==> src/rtl/clint_timer.sv <==
// Core-local interruptor: machine timer (mtime/mtimecmp), software interrupt (msip)
// and a two-flop synchronizer for the external interrupt pin.
module clint_timer #(
  parameter logic [63:0] BASE     = 64'h0000_0000_0200_0000,
  parameter int unsigned PRESCALE = 1
) (
  input  logic        clk,
  input  logic        reset,
  input  logic        req_valid,
  input  logic        req_write,
  input  logic [63:0] req_addr,
  input  logic [7:0]  req_strobe,
  input  logic [63:0] req_wdata,
  output logic        resp_ok,
  output logic        resp_err,
  output logic [63:0] resp_rdata,
  input  logic        ext_irq,
  output logic        trint,
  output logic        swint,
  output logic        exint
);

  localparam int unsigned CntW = (PRESCALE > 1) ? $clog2(PRESCALE) : 1;
  localparam logic [CntW-1:0] CntMax = CntW'(PRESCALE - 1);

  localparam logic [63:0] MsipAddr     = BASE + 64'h0000;
  localparam logic [63:0] MtimecmpAddr = BASE + 64'h4000;
  localparam logic [63:0] MtimeAddr    = BASE + 64'hBFF8;

  typedef enum logic [1:0] {
    StIdle,
    StResp,
    StHold
  } state_e;

  state_e state_q, state_d;

  logic [CntW-1:0] presc_q, presc_d;
  logic [63:0]     mtime_q, mtime_d;
  logic [63:0]     mtimecmp_q, mtimecmp_d;
  logic            msip_q, msip_d;
  logic [63:0]     rdata_q, rdata_d;
  logic            err_q, err_d;
  logic [1:0]      sync_q, sync_d;

  logic        accept;
  logic        tick;
  logic        sel_msip, sel_cmp, sel_time, sel_any;
  logic [63:0] wmask;
  logic [63:0] mtime_ticked;

  always_comb begin
    sel_msip = (req_addr == MsipAddr);
    sel_cmp  = (req_addr == MtimecmpAddr);
    sel_time = (req_addr == MtimeAddr);
    sel_any  = sel_msip | sel_cmp | sel_time;
    for (int i = 0; i < 8; i++) begin
      wmask[i*8 +: 8] = {8{req_strobe[i]}};
    end
  end

  // Handshake FSM: HOLD waits for req_valid to drop so a held request is served once.
  always_comb begin
    state_d = state_q;
    accept  = 1'b0;
    unique case (state_q)
      StIdle: begin
        if (req_valid) begin
          state_d = StResp;
          accept  = 1'b1;
        end
      end
      StResp: state_d = StHold;
      StHold: begin
        if (!req_valid) begin
          state_d = StIdle;
        end
      end
      default: state_d = StIdle;
    endcase
  end

  always_comb begin
    tick         = (presc_q == CntMax);
    presc_d      = tick ? '0 : presc_q + 1'b1;
    mtime_ticked = tick ? mtime_q + 64'd1 : mtime_q;
    mtime_d      = mtime_ticked;
    mtimecmp_d   = mtimecmp_q;
    msip_d       = msip_q;
    rdata_d      = rdata_q;
    err_d        = err_q;

    if (accept) begin
      err_d   = ~sel_any;
      rdata_d = '0;
      if (!req_write) begin
        if (sel_msip) begin
          rdata_d = {63'd0, msip_q};
        end else if (sel_cmp) begin
          rdata_d = mtimecmp_q;
        end else if (sel_time) begin
          rdata_d = mtime_q;
        end
      end else begin
        if (sel_msip && req_strobe[0]) begin
          msip_d = req_wdata[0];
        end
        if (sel_cmp) begin
          mtimecmp_d = (req_wdata & wmask) | (mtimecmp_q & ~wmask);
        end
        // Unwritten mtime bytes still advance if this is an increment edge.
        if (sel_time) begin
          mtime_d = (req_wdata & wmask) | (mtime_ticked & ~wmask);
        end
      end
    end
  end

  assign sync_d = {sync_q[0], ext_irq};

  always_ff @(posedge clk) begin
    if (!reset) begin
      state_q    <= StIdle;
      presc_q    <= '0;
      mtime_q    <= '0;
      mtimecmp_q <= '1;
      msip_q     <= 1'b0;
      rdata_q    <= '0;
      err_q      <= 1'b0;
      sync_q     <= '0;
    end else begin
      state_q    <= state_d;
      presc_q    <= presc_d;
      mtime_q    <= mtime_d;
      mtimecmp_q <= mtimecmp_d;
      msip_q     <= msip_d;
      rdata_q    <= rdata_d;
      err_q      <= err_d;
      sync_q     <= sync_d;
    end
  end

  assign resp_ok    = (state_q == StResp);
  assign resp_err   = err_q;
  assign resp_rdata = rdata_q;
  assign trint      = (mtime_q >= mtimecmp_q);
  assign swint      = msip_q;
  assign exint      = sync_q[1];

endmodule

==> config.mk <==
export PLATFORM = sky130hd
export DESIGN_NAME = clint_timer
export DESIGN_NICKNAME = d
export VERILOG_FILES = /design/src/rtl/clint_timer.sv
export SDC_FILE = /design/constraint.sdc
export NUM_CORES = 1
export LEC_CHECK = 0
export BUFFER_PORTS_ARGS = -buffer_cell sky130_fd_sc_hd__buf_2
export CAP_MARGIN = 40
export CORE_MARGIN = 2
export CORE_UTILIZATION = 40
export DETAILED_ROUTE_END_ITERATION = 8
export PLACE_DENSITY_LB_ADDON = 0.05
export SLEW_MARGIN = 25
export SYNTH_ARGS = -nofsm -noshare
export SYNTH_HDL_FRONTEND = slang
export SYNTH_SLANG_ARGS = --single-unit
==> constraint.sdc <==
create_clock -name clk -period 2.41 [get_ports clk]
set_clock_uncertainty 0.05 [all_clocks]
set_input_delay 0.1205 -clock clk [delete_from_list [all_inputs] [get_ports clk]]
set_output_delay 0.1205 -clock clk [all_outputs]
set_load 0.02 [all_outputs]
==> results of run 1 <==
[power by group through the flow]
stage / logic (mW) / clock network [mW] / registers, mW
6_report: 0.451 / 2.83 / 3.30
4_1_cts: 0.438 / 2.90 / 3.30
3_3_place_gp: 0.349 / 0 / 3.38
2_1_floorplan: 0.130 / 0 / 3.38
5_1_grt: 0.492 / 3.02 / 3.30
3_5_place_dp: 0.349 / 0 / 3.38
[worst max path at each step]
stage | from | end
finish | mtime_q[8] | trint
global route | mtime_q[8] | trint
CTS | flip-flop | trint
detailed placement | req_addr[38] | mtime_q[29]
global placement | req_addr[38] | mtime_q[33]
floorplan | mtime_q[7] | mtime_q[60]
[worst max-delay path, delay by kind of cell, from the launching register on]
family	cells	cell delay (ns)
and+or+nand+nor	3	0.76
AOI/OAI and AO/OA	3	0.29
DFF	1	0.37
adders and majority gates	1	0.29
buffers and inverters	2	0.26
[cells by family (layout without fill, tap and decap cells)]
| group | Yosys count | after routing | synth area share |
|---|---|---|---|
| simple gates | 361 | 361 | 0.1838 |
| flops | 199 | 199 | 0.3724 |
| mux | 60 | 60 | 0.05613 |
| compound gates | 312 | 312 | 0.2161 |
| other cells | 1 | 1 | 0.0003505 |
| xor+xnor | 53 | 53 | 0.04339 |
| fa+ha+maj | 65 | 65 | 0.07601 |
| buf+inv | 136 | 486 | 0.05181 |
[repair_timing]
item | in CTS | in global routing
resized for setup | 22 | 38
buffers inserted | 5 | 4
cloned | 0 | 0
pin swaps | 6 | 11
hold buffers | 66 | 0
hold endpoints to repair | 130 | 0
setup endpoints to repair | 1 | 4
[metrics by stage]
step	area (um^2)	setup slack (ns)	hold slack [ns]	instances	total power, mW
after floorplan	10700	0.2915	0.1956	1187	3.511
after global placement	12850	0.1303	0.2764	1764	3.728
after detailed placement	12850	0.08728	0.2804	1764	3.728
after CTS	14170	-0.1806	0.1306	1867	6.641
after global routing	14380	-0.2575	0.1763	1872	6.817
final	14380	-0.1687	0.1489	1872	6.585
[cell usage in the layout, fill, tap and decap left out, types with 46 or more instances in the layout]
| cell type | n |
|---|---|
| sky130_fd_sc_hd__dfxtp_1 | 181 |
| sky130_fd_sc_hd__mux2i_1 | 60 |
| sky130_fd_sc_hd__a21oi_1 | 46 |
| sky130_fd_sc_hd__a22o_1 | 127 |
| sky130_fd_sc_hd__dlygate4sd3_1 | 66 |
| sky130_fd_sc_hd__buf_2 | 207 |
| sky130_fd_sc_hd__nand2_1 | 124 |
| sky130_fd_sc_hd__o21ai_0 | 59 |
| sky130_fd_sc_hd__nand3_1 | 55 |
| sky130_fd_sc_hd__buf_4 | 93 |
| sky130_fd_sc_hd__inv_1 | 66 |
| sky130_fd_sc_hd__ha_1 | 62 |
[routing by layer]
| metal | vias up | track usage | part of all wire | routed length (um) |
|---|---|---|---|---|
| met1 | 4956 | 0.3083 | 0.44 | 15250 |
| met4 | 0 | 0.06427 | 0.016 | 534 |
| met3 | 38 | 0.04207 | 0.044 | 1522 |
| li1 | 5098 | - | - | - |
| met5 | - | 0 | 0 | 0 |
| met2 | 260 | 0.4294 | 0.49 | 16960 |
[cell type report]
cell class,instances,share of cell area
multi-input cells,852,0.4420
flip-flops and latches,199,0.2789
repair buffers,385,0.1923
clock buffers,20,0.03037
well taps,335,0.02916
inverters,69,0.01802
clock inverters,12,0.009225
==> run summary, run 1 <==
The run finished, with violations left. The final reports fail on DRC, setup timing. The overall die height is 167.5 um. For this run, the slowest stage of the critical path takes 0.43 ns.

For this run, the register share of the synthesized area comes to 0.3724. The utilization of the core after routing is 0.5501. The clock network latency to the later pin of the worst-skew pair came out at 0.44 ns. The number of global-route vias before repair is 10275. The synthesized netlist contains 61 unique library cells. Setup repair after global routing could not meet its margin everywhere. In this run the horizontal extent of the chip is 167.5 um. The area of the die came out at 28070 um^2. The total clock buffers created by CTS is 17. The number of antenna violations at the first check in global routing is 0. The H-tree depth came out at 4.

Detailed placement ended at an HPWL of 25030 um. The buffer depth of the longest clock path is 2. STA puts the critical path data required time at 2.24 ns. Of the total power, the clock network draws 0.430. The share of cells above drive strength 1 came out at 0.2713. The area added between synthesis and finish is 34.37%.

The cell type contributing the most total cell area after synthesis is sky130_fd_sc_hd__dfxtp_1. For this run, the detailed router's first-pass iteration total came to 7. The overall fraction of global-route tracks in use is 0.2438. In this run the critical register-to-register path is launched from mtime_q[0]. The biggest fanout along the worst timing path came out at 6. The clock drives 199 sinks. The layout has 2524 filler cells. The initial cell density of the core came out at 0.4094. The final hold violation count came to 0. The detailed router finished its first iteration with 599 violations. The core region is 26130 um^2. The root buffer cell is sky130_fd_sc_hd__clkbuf_16. The largest individual stage delay along the critical path comes from the cell sky130_fd_sc_hd__or4_4.

Sorting the synthesized cells by how often they occur yields sky130_fd_sc_hd__dfxtp_1 (199), sky130_fd_sc_hd__a22o_1 (127), sky130_fd_sc_hd__nand2_1 (124). The design internal power came out at 4.902 mW. The most common cell in the synthesized netlist is sky130_fd_sc_hd__dfxtp_1. The first global-routing pass estimated 54700 um of wire. Pin placement for this block handled 210 I/O pins. The combinational group share of total power is 0.069. Setup violations remaining at the end of the flow were counted as 1. At the end of routability-driven placement, the weighted congestion stood at 0.8300.

For this run, the number of Yosys warnings is 0. The flip-flop and latch count after synthesis is 199. The number of buffers inserted by port buffering is 209. The final worst setup slack came out at -0.1687 ns. The worst setup path is launched from a flip-flop.

The number of antenna repair diodes is 0. The path with the worst hold slack has its endpoint at resp_rdata[0]. The beginning of the worst hold path is req_write. The accumulated negative setup slack came out at -0.1687 ns. The net switching power came out at 1.683 mW. The final worst-path cycle share is 1.070. The count of maximum capacitance violations is 0. TritonCTS built the clock tree. In the synthesized netlist the dominant register cell turns out to be sky130_fd_sc_hd__dfxtp_1. The detailed router placed 10352 vias in this run.

The setup check on the worst reg-to-reg path leaves a slack of 0.14 ns. The clock transition at the register clock pins on the worst setup and hold paths after CTS came out at 0.07 ns. The data arrival time at the worst-slack endpoint is 2.41 ns. The shortest clock period the worst path allows after layout came out at 2.579 ns. The count of nets left with antenna violations after detail routing came out at 0. The total number of placement rows came out at 59. The synthesized design contains 0 enable-type register cells. The sequential cells in the finished layout cover a total of 4009 um^2. The worst register-to-register path has a depth of 10. The switching power as a share of total power came out at 0.2556.

The worst setup path is of the reg -> out kind. Yosys attributes the largest share of cell area to sky130_fd_sc_hd__dfxtp_1 (37%), sky130_fd_sc_hd__a22o_1 (10%), sky130_fd_sc_hd__ha_1 (7.6%). Of the total power, registers draw 0.501. The cell area that synthesis handed to floorplanning was 10700 um^2. The net count of the finished layout is 1730. For this run, design rule violations remaining after detail routing come to 7.

The share of the synthesized area in the top cell type came out at 0.3724. The achievable clock frequency came out at 387.8 MHz. The worst-case headroom to the max-slew limit came out at 0.6005. After detailed routing, the average wire length per cell comes to 18.30 um. The number of instances in the synthesized netlist is 1187. The signal on the critical path passes through ha_1, and4_4, o21ai_2, or4_4, a31oi_4, buf_6, o21ai_2, nand3_2, buf_6. The final layout contains routed wiring with a total length of 34270 um. The worst hold path belongs to the class in -> reg. The ratio of total power to cell area is 458.1 nW/um^2.

STA classifies the critical path endpoint as an output pin. The net count after synthesis came out at 1393. In the final layout, the multi-input gates occupy 6355 um^2. The pin count of the biggest net entering global routing is 135. The endpoint identified for the worst register-to-register timing path is mtime_q[47]. The sum of overflow across all layers after global routing is 0.

In the routed layout, each cell is associated on average with a via count of 5.530. The total count of max-transition violations in the final report came to 0. The measured slew at the worst slew-check pin is 0.5992 ns. The average cell area after synthesis came out at 9.013 um^2.

The proportion of register bits with asynchronous set or reset after synthesis is 0. The leakage power of the design came out at 7.397 nW. The maximum VDD drop came out at 472.4 uV. The hold path depth came out at 3.
(Power assumes the default switching activity.)
==> run 2, diff against run 1 <==
--- a/config.mk
+++ b/config.mk
@@ -5,7 +5,7 @@
 export SDC_FILE = /design/constraint.sdc
 export NUM_CORES = 1
 export LEC_CHECK = 0
-export BUFFER_PORTS_ARGS = -buffer_cell sky130_fd_sc_hd__buf_2
+export BUFFER_PORTS_ARGS = -buffer_cell sky130_fd_sc_hd__clkbuf_2
 export CAP_MARGIN = 40
 export CORE_MARGIN = 2
 export CORE_UTILIZATION = 40
==> run summary, run 2 (same netlist as run 1, synthesis figures left out) <==
The initial cell density of the core is 0.4094. The area of the die came out at 28070 um^2. Once detail routing completed, the nets flagged for antenna violations numbered 0.

The total count of max-transition violations in the final report came to 0. The post-route DRC violation count is 7. The sum of overflow across all layers after global routing came out at 0.

The H-tree was split into 4 levels. The type of the worst setup path is reg -> out. The clock transition at the register clock pins on the worst setup and hold paths after CTS is 0.08 ns. For this design the ratio of total power to cell area is 456.9 nW/um^2. The die boundary width came out at 167.5 um. For this block, the routed nets add up to 34360 um of wire. The final HPWL from detailed placement came out at 25220 um. The number of global-route vias before repair is 10083. The checks that failed: DRC, setup timing. The share of cells above drive strength 1 came out at 0.2667. The final-layout fill cell count came out at 2496.

The clock network latency to the later pin of the worst-skew pair came out at 0.44 ns. The number of cells in the finished layout apart from fillers came out at 1876. The net count reported at finish is 1735. The global placer's final weighted congestion is 0.8629.

The measured slew at the worst slew-check pin is 0.6019 ns. The repair_antennas step left the layout with diodes totalling 0. The pin count of the biggest net entering global routing is 135. The TritonCTS clock tree is built. Setup repair after global routing could not meet its margin everywhere. For this run, the top clock speed supported by timing is 391.0 MHz. The number of failing setup endpoints in the final timing report is 1. The shortest clock period the worst path allows after layout came out at 2.558 ns. The required time of the worst setup path came out at 2.24 ns.

The final worst setup slack came out at -0.1475 ns. VDD sags by at most 324.7 uV. The number of buffers inserted by port buffering came out at 209.

In this run the worst path has a maximum fanout of 3. The library cell used most frequently in the layout, excluding fill and tap cells, is sky130_fd_sc_hd__clkbuf_2. The via density per instance is 5.466. The path class of the tightest hold or removal check is in -> reg. The number of placed instances, taps included came out at 1770. The overall fraction of global-route tracks in use is 0.2438. The wire length of the first global-routing pass is 54460 um. The data arrival time at the worst-slack endpoint is 2.39 ns. The first detailed-routing pass took 7 iterations. The core box area came out at 26130 um^2. The post-detailed-route wirelength per cell came out at 18.32 um.

The overall die height is 167.5 um. The number of antenna violations at the first check in global routing is 0. The run finished, with violations left. Clock tree synthesis inserted a total of 17 buffers. The total number of placement rows is 59. The detailed router placed 10254 vias in this run.

Counting along the longest clock path gives a buffer depth of 2. The worst-case headroom to the max-slew limit is 0.5988. In this run, the number of DRC markers left after iteration 0 of detailed routing was 562. In this run the count of I/O pins placed on the die edge is 210. The final hold violation count is 0.

In the layout the commonest cells are sky130_fd_sc_hd__clkbuf_2 (207), sky130_fd_sc_hd__dfxtp_1 (182), sky130_fd_sc_hd__a22o_1 (127). The count of maximum capacitance violations came out at 0. The leakage power of the design came out at 7.376 nW. The total power draw came out at 6.534 mW. The sort of element at the end of the critical path is an output pin.

The final worst-path cycle share is 1.061. The area added between synthesis and finish came out at 33.67%. The tree is rooted in a sky130_fd_sc_hd__clkbuf_16. The number of sinks handled by clock tree synthesis came out at 199.

The worst setup path is launched from a flip-flop.
==> run 2: through the flow <==
step           worst slack (ns)  setup TNS [ns]  area (um^2)  hold WS, ns    util
6_report                -0.1475         -0.1475        14300       0.1630  0.5473
5_1_grt                 -0.2863         -0.2863        14300       0.1568  0.5473
4_1_cts                 -0.1689         -0.1689        14220       0.1759  0.5440
3_5_place_dp            0.08280               0        12870       0.2835  0.4924
3_3_place_gp            0.07655               0        12870       0.2784  0.4924
2_1_floorplan            0.2915               0        10700       0.1956       -
==> run 2: repair_timing <==
action	in CTS	in global routing
buffers inserted	7	1
hold endpoints to repair	128	0
pin swaps	8	3
endpoints found under the setup margin	1	7
hold buffers	66	0
resized for setup	31	16
==> run 2: path summary, 6_finish.rpt <==
kind | start | slack, ns | cells after the start | endpoint
setup reg to reg | mtime_q[31] | 0.10 | 6 | mtime_q[60]
setup / recovery | flip-flop | -0.15 | 8 | trint
hold / removal | reset | 0.16 | 3 | resp_rdata[0]
hold reg to reg | sync_q[0] | 0.39 | 1 | sync_q[1]
==> run 2: worst max-delay path, stage by stage, from the launching register on <==
cell	delay, ns
sky130_fd_sc_hd__dfxtp_1	0.37
sky130_fd_sc_hd__inv_1	0.06
sky130_fd_sc_hd__ha_1	0.28
sky130_fd_sc_hd__and4_1	0.22
sky130_fd_sc_hd__a221o_1	0.35
sky130_fd_sc_hd__a311oi_1	0.26
sky130_fd_sc_hd__buf_4	0.17
sky130_fd_sc_hd__nand3_2	0.09
sky130_fd_sc_hd__clkbuf_8	0.16
==> run 2: metal layers <==
metal	global-route usage	vias up	share of wire
li1	-	5103	-
met1	0.3183	4881	0.46
met2	0.4286	235	0.48
met3	0.02836	35	0.034
met4	0.06238	0	0.017
met5	0	-	0
==> run 2: area by class of cell <==
class,count,area (um^2),area share
Clock buffer,19,452.9,0.03167
Clock inverter,12,110.1,0.007699
Inverter,69,259.0,0.01811
Multi-Input combinational cell,852,6277,0.4389
Sequential cell,199,4010,0.2804
Tap cell,335,419.2,0.02931
Timing Repair Buffer,390,2773,0.1939
==> run 2: report_power, final <==
group | internal (mW) | switching (mW)
clock | 1.41 | 1.38
sequential | 3.29 | 0.00778
combinational | 0.214 | 0.230
